File: config.mk
export PLATFORM = sky130hd
export DESIGN_NAME = uart_tx_driver
export DESIGN_NICKNAME = d
export VERILOG_FILES = /design/src/rtl/uart_tx_driver.sv
export SDC_FILE = /design/constraint.sdc
export NUM_CORES = 1
export LEC_CHECK = 0
export BUFFER_PORTS_ARGS = -buffer_cell sky130_fd_sc_hd__buf_2
export CAP_MARGIN = 0
export CORE_ASPECT_RATIO = 1.1
export CORE_UTILIZATION = 54
export DETAILED_ROUTE_END_ITERATION = 8
export PLACE_DENSITY_LB_ADDON = 0.1
export SLEW_MARGIN = 20
export SYNTH_ARGS = -nofsm -noshare
export SYNTH_HDL_FRONTEND = slang
export SYNTH_SLANG_ARGS = --single-unit
File: constraint.sdc
create_clock -name uart_clk -period 2.35 [get_ports uart_clk]
set_clock_uncertainty 0.15 [all_clocks]
set_input_delay 0.3525 -clock uart_clk [delete_from_list [all_inputs] [get_ports uart_clk]]
set_output_delay 0.3525 -clock uart_clk [all_outputs]
set_load 0.02 [all_outputs]
File: src/rtl/uart_tx_driver.sv
// 8N1 UART transmitter fed by a small byte FIFO; optional even parity via UART_TX_PARITY_EN.
// Latency: byte pushed into an empty FIFO at edge N drives the start bit at edge N+1.
// Backpressure: tx_ready drops while the FIFO is full; bytes offered while full are dropped.
module uart_tx_driver #(
    parameter int    DIV        = 563,
    parameter int    FIFO_DEPTH = 4,
    parameter string NAME       = "UART0"
) (
    input  logic        uart_clk,
    input  logic        uart_rst,
    input  logic        tx_valid,
    input  logic [7:0]  tx_byte,
    output logic        tx_ready,
    output logic        tx_data,
    output logic        busy,
    output logic [15:0] frame_cnt
);
    localparam int AW = $clog2(FIFO_DEPTH);
    localparam int TW = $clog2(DIV);
    localparam logic [AW:0]   DEPTH_C = (AW+1)'(FIFO_DEPTH);
    localparam logic [TW-1:0] TMR_LD  = TW'(DIV - 1);

    typedef enum logic [2:0] {
        IDLE,
        START,
        DATA,
`ifdef UART_TX_PARITY_EN
        PARITY,
`endif
        STOP
    } state_t;

    state_t          state;
    logic [TW-1:0]   bit_tmr;
    logic [2:0]      bit_cnt;
    logic [7:0]      shift_reg;
`ifdef UART_TX_PARITY_EN
    logic            par_bit;
`endif

    logic [7:0]      mem [FIFO_DEPTH];
    logic [AW-1:0]   wr_ptr;
    logic [AW-1:0]   rd_ptr;
    logic [AW:0]     count;
    logic [AW:0]     count_nxt;
    logic            push;
    logic            pop;

    assign push = tx_valid && tx_ready;
    // Pop on the edge a frame starts: from IDLE, or straight out of a finishing STOP.
    assign pop  = (count != '0) &&
                  ((state == IDLE) || ((state == STOP) && (bit_tmr == '0)));
    assign busy = (state != IDLE) || (count != '0);

    always_comb begin
        count_nxt = count;
        if (push && !pop)
            count_nxt = count + 1'b1;
        else if (pop && !push)
            count_nxt = count - 1'b1;
    end

    always_ff @(posedge uart_clk) begin
        if (push)
            mem[wr_ptr] <= tx_byte;
    end

    always_ff @(posedge uart_clk or posedge uart_rst) begin
        if (uart_rst) begin
            wr_ptr   <= '0;
            rd_ptr   <= '0;
            count    <= '0;
            tx_ready <= 1'b0;
        end else begin
            if (push)
                wr_ptr <= wr_ptr + 1'b1;
            if (pop)
                rd_ptr <= rd_ptr + 1'b1;
            count    <= count_nxt;
            tx_ready <= (count_nxt < DEPTH_C);
        end
    end

    always_ff @(posedge uart_clk or posedge uart_rst) begin
        if (uart_rst) begin
            state     <= IDLE;
            bit_tmr   <= '0;
            bit_cnt   <= '0;
            shift_reg <= '0;
            tx_data   <= 1'b1;
            frame_cnt <= '0;
`ifdef UART_TX_PARITY_EN
            par_bit   <= 1'b0;
`endif
        end else if (state == IDLE) begin
            tx_data <= 1'b1;
            if (pop) begin
                shift_reg <= mem[rd_ptr];
`ifdef UART_TX_PARITY_EN
                par_bit   <= ^mem[rd_ptr];
`endif
                tx_data   <= 1'b0;
                bit_tmr   <= TMR_LD;
                state     <= START;
            end
        end else if (bit_tmr != '0) begin
            bit_tmr <= bit_tmr - 1'b1;
        end else begin
            bit_tmr <= TMR_LD;
            case (state)
                START: begin
                    tx_data <= shift_reg[0];
                    bit_cnt <= '0;
                    state   <= DATA;
                end
                DATA: begin
                    if (bit_cnt == 3'd7) begin
`ifdef UART_TX_PARITY_EN
                        tx_data <= par_bit;
                        state   <= PARITY;
`else
                        tx_data <= 1'b1;
                        state   <= STOP;
`endif
                    end else begin
                        tx_data   <= shift_reg[1];
                        shift_reg <= {1'b0, shift_reg[7:1]};
                        bit_cnt   <= bit_cnt + 1'b1;
                    end
                end
`ifdef UART_TX_PARITY_EN
                PARITY: begin
                    tx_data <= 1'b1;
                    state   <= STOP;
                end
`endif
                STOP: begin
                    frame_cnt <= frame_cnt + 16'd1;
                    if (pop) begin
                        shift_reg <= mem[rd_ptr];
`ifdef UART_TX_PARITY_EN
                        par_bit   <= ^mem[rd_ptr];
`endif
                        tx_data   <= 1'b0;
                        state     <= START;
                    end else begin
                        tx_data <= 1'b1;
                        state   <= IDLE;
                    end
                end
                default: begin
                    tx_data <= 1'b1;
                    state   <= IDLE;
                end
            endcase
        end
    end

`ifndef SYNTHESIS
    always @(posedge uart_clk) begin
        if (!uart_rst && pop)
            $display("[%s]: TX 0x%02h", NAME, mem[rd_ptr]);
        if (!uart_rst && tx_valid && !tx_ready)
            $display("[%s] overflow", NAME);
    end
`endif
endmodule

## Word-level counts from Yosys, hierarchy flattened

Memories as Yosys holds them, arrays and structs flattened.
Cells that the tools add are included.

| word-level totals | value |
|---|---|
| flip-flop bits (word level) | 49 |
| memory bits (writable) | 32 |
| input bits | 11 |
| output and inout bits | 19 |
| word-level logic and storage cells | 75 |
| memories kept | 1 |

| operators by class | value |
|---|---|
| add/sub/neg operators | 7 |
| $lt $le $gt $ge | 1 |
| eq/ne operators | 9 |
| mux-type cells | 25 |
| bitwise logic cells | 2 |
| reductions and logical operators | 20 |

Memory list:

| name | words | width | read ports | clocked after Yosys merged registers in | wr ports | RTL line | text |
|---|---|---|---|---|---|---|---|
| mem | 4 | 8 | 1 | 0 | 1 | 41 | `logic [7:0] mem [FIFO_DEPTH];` |

Operator list:

| kind | number |
|---|---|
| 2-to-1 mux 8 bit | 4 |
| 2-to-1 mux 10 bit | 3 |
| 2-to-1 mux 3 bit | 7 |
| adder 16 x 1 -> 16 bit, second input constant | 1 |
| one-hot mux 8 bit (2 select lines) | 1 |
| logical NOT 10 bit | 1 |
| nonzero test 10 bit | 1 |
| subtractor 10 x 1 -> 10 bit, second input constant | 1 |
| one-hot mux 3 bit (3 select lines) | 1 |
| AND reduction 3 bit | 3 |
| nonzero test 3 bit | 3 |
| 2-to-1 mux 1 bit | 7 |
| adder 3 x 1 -> 3 bit, second input constant | 2 |
| equality test 3 x 2 -> 1 bit, second input constant | 2 |
| inequality test 2 bit, second input constant | 3 |
| inequality test 3 bit, second input constant | 2 |
| one-hot mux 3 bit (2 select lines) | 1 |
| logical AND 1 bit | 5 |
| adder 2 x 1 -> 2 bit, second input constant | 2 |
| AND reduction 4 bit | 1 |
| equality test 3 x 1 -> 1 bit, second input constant | 1 |
| equality test 3 bit, second input constant | 1 |
| logical NOT 3 bit | 1 |
| less-than comparator 3 bit, second input constant | 1 |
| other kinds (6) | 9 |

## Depth between registers and ports, before layout

| logic depth | value |
|---|---|
| depth in word-level cells | 8 |
| depth in mapped cells | 11 |
| mapped depth without buffers | 11 |

## Least setup slack after synthesis

OpenSTA, ideal clock, no wires.

| path | value |
|---|---|
| path kind | reg-to-reg |
| from | register bit_tmr[0] |
| to | register tx_ready |
| library setup time | 79 ps |
| arrival | 2216 ps |
| required time | 2121 ps |
| setup slack | -95 ps |
| cell stages (with the launch flop) | 9 |
| buffers on the path | 0 |
| clock period less this slack | 2445 ps |
| cell sequence | dfrtp_1 inv_1 ha_1 nor4b_4 a41oi_2 or2_2 ha_1 a21oi_1 xor2_1 |

| between the ends | value |
|---|---|
| cells in the longest elaborated chain, start to end | 8 |
| elaborated cells between the ends (all ways) | 10 |
| those cells by class | 1 x order compare; 2 x mux; 7 x reduce/logical |

Ends and longest elaborated chain:

| element | RTL line | text |
|---|---|---|
| start, declared | 34 | `logic [TW-1:0] bit_tmr;` |
| start signal, assigned | 107 | `bit_tmr <= bit_tmr - 1'b1;` |
| logical NOT 10 bit (*) | 52 | `((state == IDLE) \|\| ((state == STOP) && (bit_tmr == '0)));` |
| logical AND 1 bit (*) | 52 |  |
| logical OR 1 bit (*) | 52 |  |
| logical AND 1 bit (*) | 51 | `assign pop = (count != '0) &&` |
| logical AND 1 bit / logical NOT 1 bit (equally long branches) | 59, 57 |  |
| 2-to-1 mux 3 bit / logical AND 1 bit (equally long branches) | 59, 57 |  |
| 2-to-1 mux 3 bit (*) | 57 | `if (push && !pop)` |
| less-than comparator 3 bit (*) | 80 | `tx_ready <= (count_nxt < DEPTH_C);` |
| end signal, assigned | 80 |  |
| end, declared | 13 | `output logic tx_ready,` |

Every way passes the cells marked *; elsewhere a longest branch is shown, timed or not.
A chain may end at the register's enable or synchronous reset.

## Worst setup path in the final report

| path | value |
|---|---|
| from | register count[0] |
| to | output port busy |

| between the ends | value |
|---|---|
| cells in the longest elaborated chain, start to end | 2 |

Ends and longest elaborated chain:

| element | RTL line | text |
|---|---|---|
| start, declared | 44 | `logic [AW:0] count;` |
| start signal, assigned | 79 | `count <= count_nxt;` |
| nonzero test 3 bit | 53 | `assign busy = (state != IDLE) \|\| (count != '0);` |
| logical OR 1 bit | 53 |  |
| end, declared | 15 | `output logic busy,` |

No other way between the ends.

==> qor.csv <==
metric;value;unit
outcome;completed;
place_inst;415;
preCtsSetupSlack;119;ps
gr-total-overflow;0;
fin_util;0.668;
synthArstFlopShare;0.600;
grt_pass1_vias;2503;
fp.dieArea;7360;um^2
synth_edf_count;32;
slew_viol_final;0;
grt.met2_usage;0.330;
fillers;477;
cts_sinks;80;
setup_ws;98.0;ps
yosysSeqAreaShare;0.571;
avgSynthCellArea;12.6;um^2
synth_fp_nets;330;
internal_power;2390;uW
synth_warnings;0;
gp_congestion;0.791;
swShare;0.268;
top_register;mem;
min_path_type;in -> reg;
rows;31;
fmax;444;MHz
critPathKind;reg -> out;
grt-busiest-layer;met2;
viasPerCell;5.72;
p_switching;874;uW
period_minus_slack;2250;ps
worstMarginPinSlew;524;ps
syn-cell-area;3790;um^2
rrSetupSlack;150;ps
p_per_area;732;nW/um^2
antenna_cells;0;
drcViolationCount;0;
cts-root-buf;clkbuf_8;
dp_hpwl;4990;um
arrival;1750;ps
yosysTopAreaCell;dfrtp_1;
die_y;89.9;um
die_w;81.9;um
drt_wl_total;6980;um
start_util;0.568;
final_cell_count_no_fill;436;
synth_cells;300;
slew_headroom;0.650;
clock_latency;350;ps
ant_nets;0;
final_hold_viol_count;0;
cts_max_path_buffers;2;
yosysUniqueCellTypes;48;
setup_viol;0;
boundaryPins;30;
grt_pass1_wl;11800;um
portBuffers;29;
critPathCaptureType;primary output;
p_leak;0.00193;uW
seqPwrFrac;0.512;
power.clock.fraction;0.350;
critPathMaxFanout;14;
cts_tree;built;
nNetsFinal;379;
fin_crit_sh;0.958;
htree_levels;3;
max_cap_violations;0;
synth.ff_latch_count;80;
synth_area_leaders;dfrtp_1, edfxtp_1, ha_1;
grt_usage;0.213;
crit_path_start_kind;flop;
required;1850;ps
p_comb_frac;0.138;
first_iter_violations;51;
syn2layout_area_growth;17.6;%
drive_gt1_frac;0.260;
drt-pass1-iter-count;4;
reg_top3;mem x32, frame_cnt x16, bit_tmr x10;
clkTransAtPathRegs;90;ps
cts_buffers;9;
whs;58.8;ps
antenna_found_initial;0;
synthFlopType;dfrtp_1;
fin_setup_tns;0;ps
num_vias;2495;
grt_use_met1;0.295;
post_drt_wl_per_cell;16.0;um
fp.coreArea;6670;um^2
vdd_drop_max;699;uV
largest_reg_flops;32;
grt_max_degree;26;
synth_top_area_share;0.310;
gr-usage-met3;0.0467;
[cell type report]
type	instances	area, um^2	share of cell area
clock buffers	9	124	0.0278
clock inverters	7	101	0.0227
inverters	17	63.8	0.0143
multi-input cells	194	1590	0.357
flip-flops and latches	80	2160	0.486
well taps	82	103	0.0230
repair buffers	47	308	0.0691
[through the flow]
step	cell area, um^2	total power, uW
4_1_cts	4390	3270
2_1_floorplan	3810	1960
3_5_place_dp	4140	2130
5_1_grt	4460	3410
3_3_place_gp	4140	2110
6_report	4460	3260
[path summary, 6_finish.rpt]
path,from,end,depth (start not counted)
worst max-delay path,count[0]$_DFFE_PP0P_,busy,6
worst min register to register,frame_cnt[15]$_DFFE_PP0P_,frame_cnt[15]$_DFFE_PP0P_,1
worst min-delay path,tx_byte[3],mem[3][3]$_DFFE_PP_,1
min in group asynchronous,uart_rst,frame_cnt[13]$_DFFE_PP0P_,3
worst max register to register,bit_tmr[0]$_DFFE_PP0N_,count[1]$_DFFE_PP0P_,9
max in group asynchronous,uart_rst,rd_ptr[1]$_DFFE_PP0P_,4
[worst max-delay path, cell delays in order (launching register included)]
cell     delay (ps)
dfrtp_1         420
inv_1           100
ha_1            170
nor2b_2         220
buf_12          170
nand2_2         130
buf_2           190
[cells in the final DEF (no fill, tap or decap), drive strengths merged, types with 3 or more instances in the layout]
master / count
ha: 19
a31oi: 3
a2bb2oi: 7
o32ai: 7
a21oi: 12
clkbuf: 9
edfxtp: 32
xor2: 12
dfrtp: 47
nand2b: 4
nor3: 7
a22o: 3
nand3: 7
buf: 46
nor2b: 4
nor2: 15
mux4: 8
nand4: 3
or2: 3
and3: 5
xnor2: 9
nor4: 5
nand2: 19
o21ai: 14
a41oi: 3
inv: 20
[layer usage]
layer | share of wire | vias up
li1 | - | 1225
met1 | 0.47 | 1221
met2 | 0.49 | 39
met3 | 0.030 | 10
met4 | 0.013 | 0
met5 | 0 | -
[cell families after synthesis]
kind of cell,share of synthesized area
compound gates,0.114
xor+xnor,0.0485
fa+ha+maj,0.0627
buf+inv,0.0261
flops,0.571
mux,0.0561
simple gates,0.121
[cells in the mapped netlist, types with 3 or more instances]
library cell and count:
dfrtp_1 47, nor3_1 6, o21ai_0 14, or2_2 3, edfxtp_1 32, nand2b_1 4
clkbuf_1 6, a21oi_1 12, ha_1 19, a2bb2oi_1 7, a31oi_1 3, a22o_1 3
o32ai_1 7, nand3_1 7, nor2b_1 4, xor2_1 12, nand4_1 3, nor4_1 5
nand2_1 19, mux4_2 8, nor2_1 15, xnor2_1 9, inv_1 17, and3_1 5
[power by group through the flow]
stage	registers (uW)	clock network [uW]	logic, uW
finish	1670	1140	451
global placement	1690	0	420
floorplan	1690	0	277
global route	1690	1220	508
CTS	1670	1160	439
detailed placement	1700	0	434
[repair_timing]
item / CTS / global route
buffers inserted: 0 / 4
setup endpoints to repair: 1 / 13
gates resized for setup: 3 / 8
pin swaps: 0 / 4
hold buffers: 1 / 0
gates cloned: 0 / 0
endpoints found under the hold margin: 22 / 0
(Power assumes the default switching activity.)
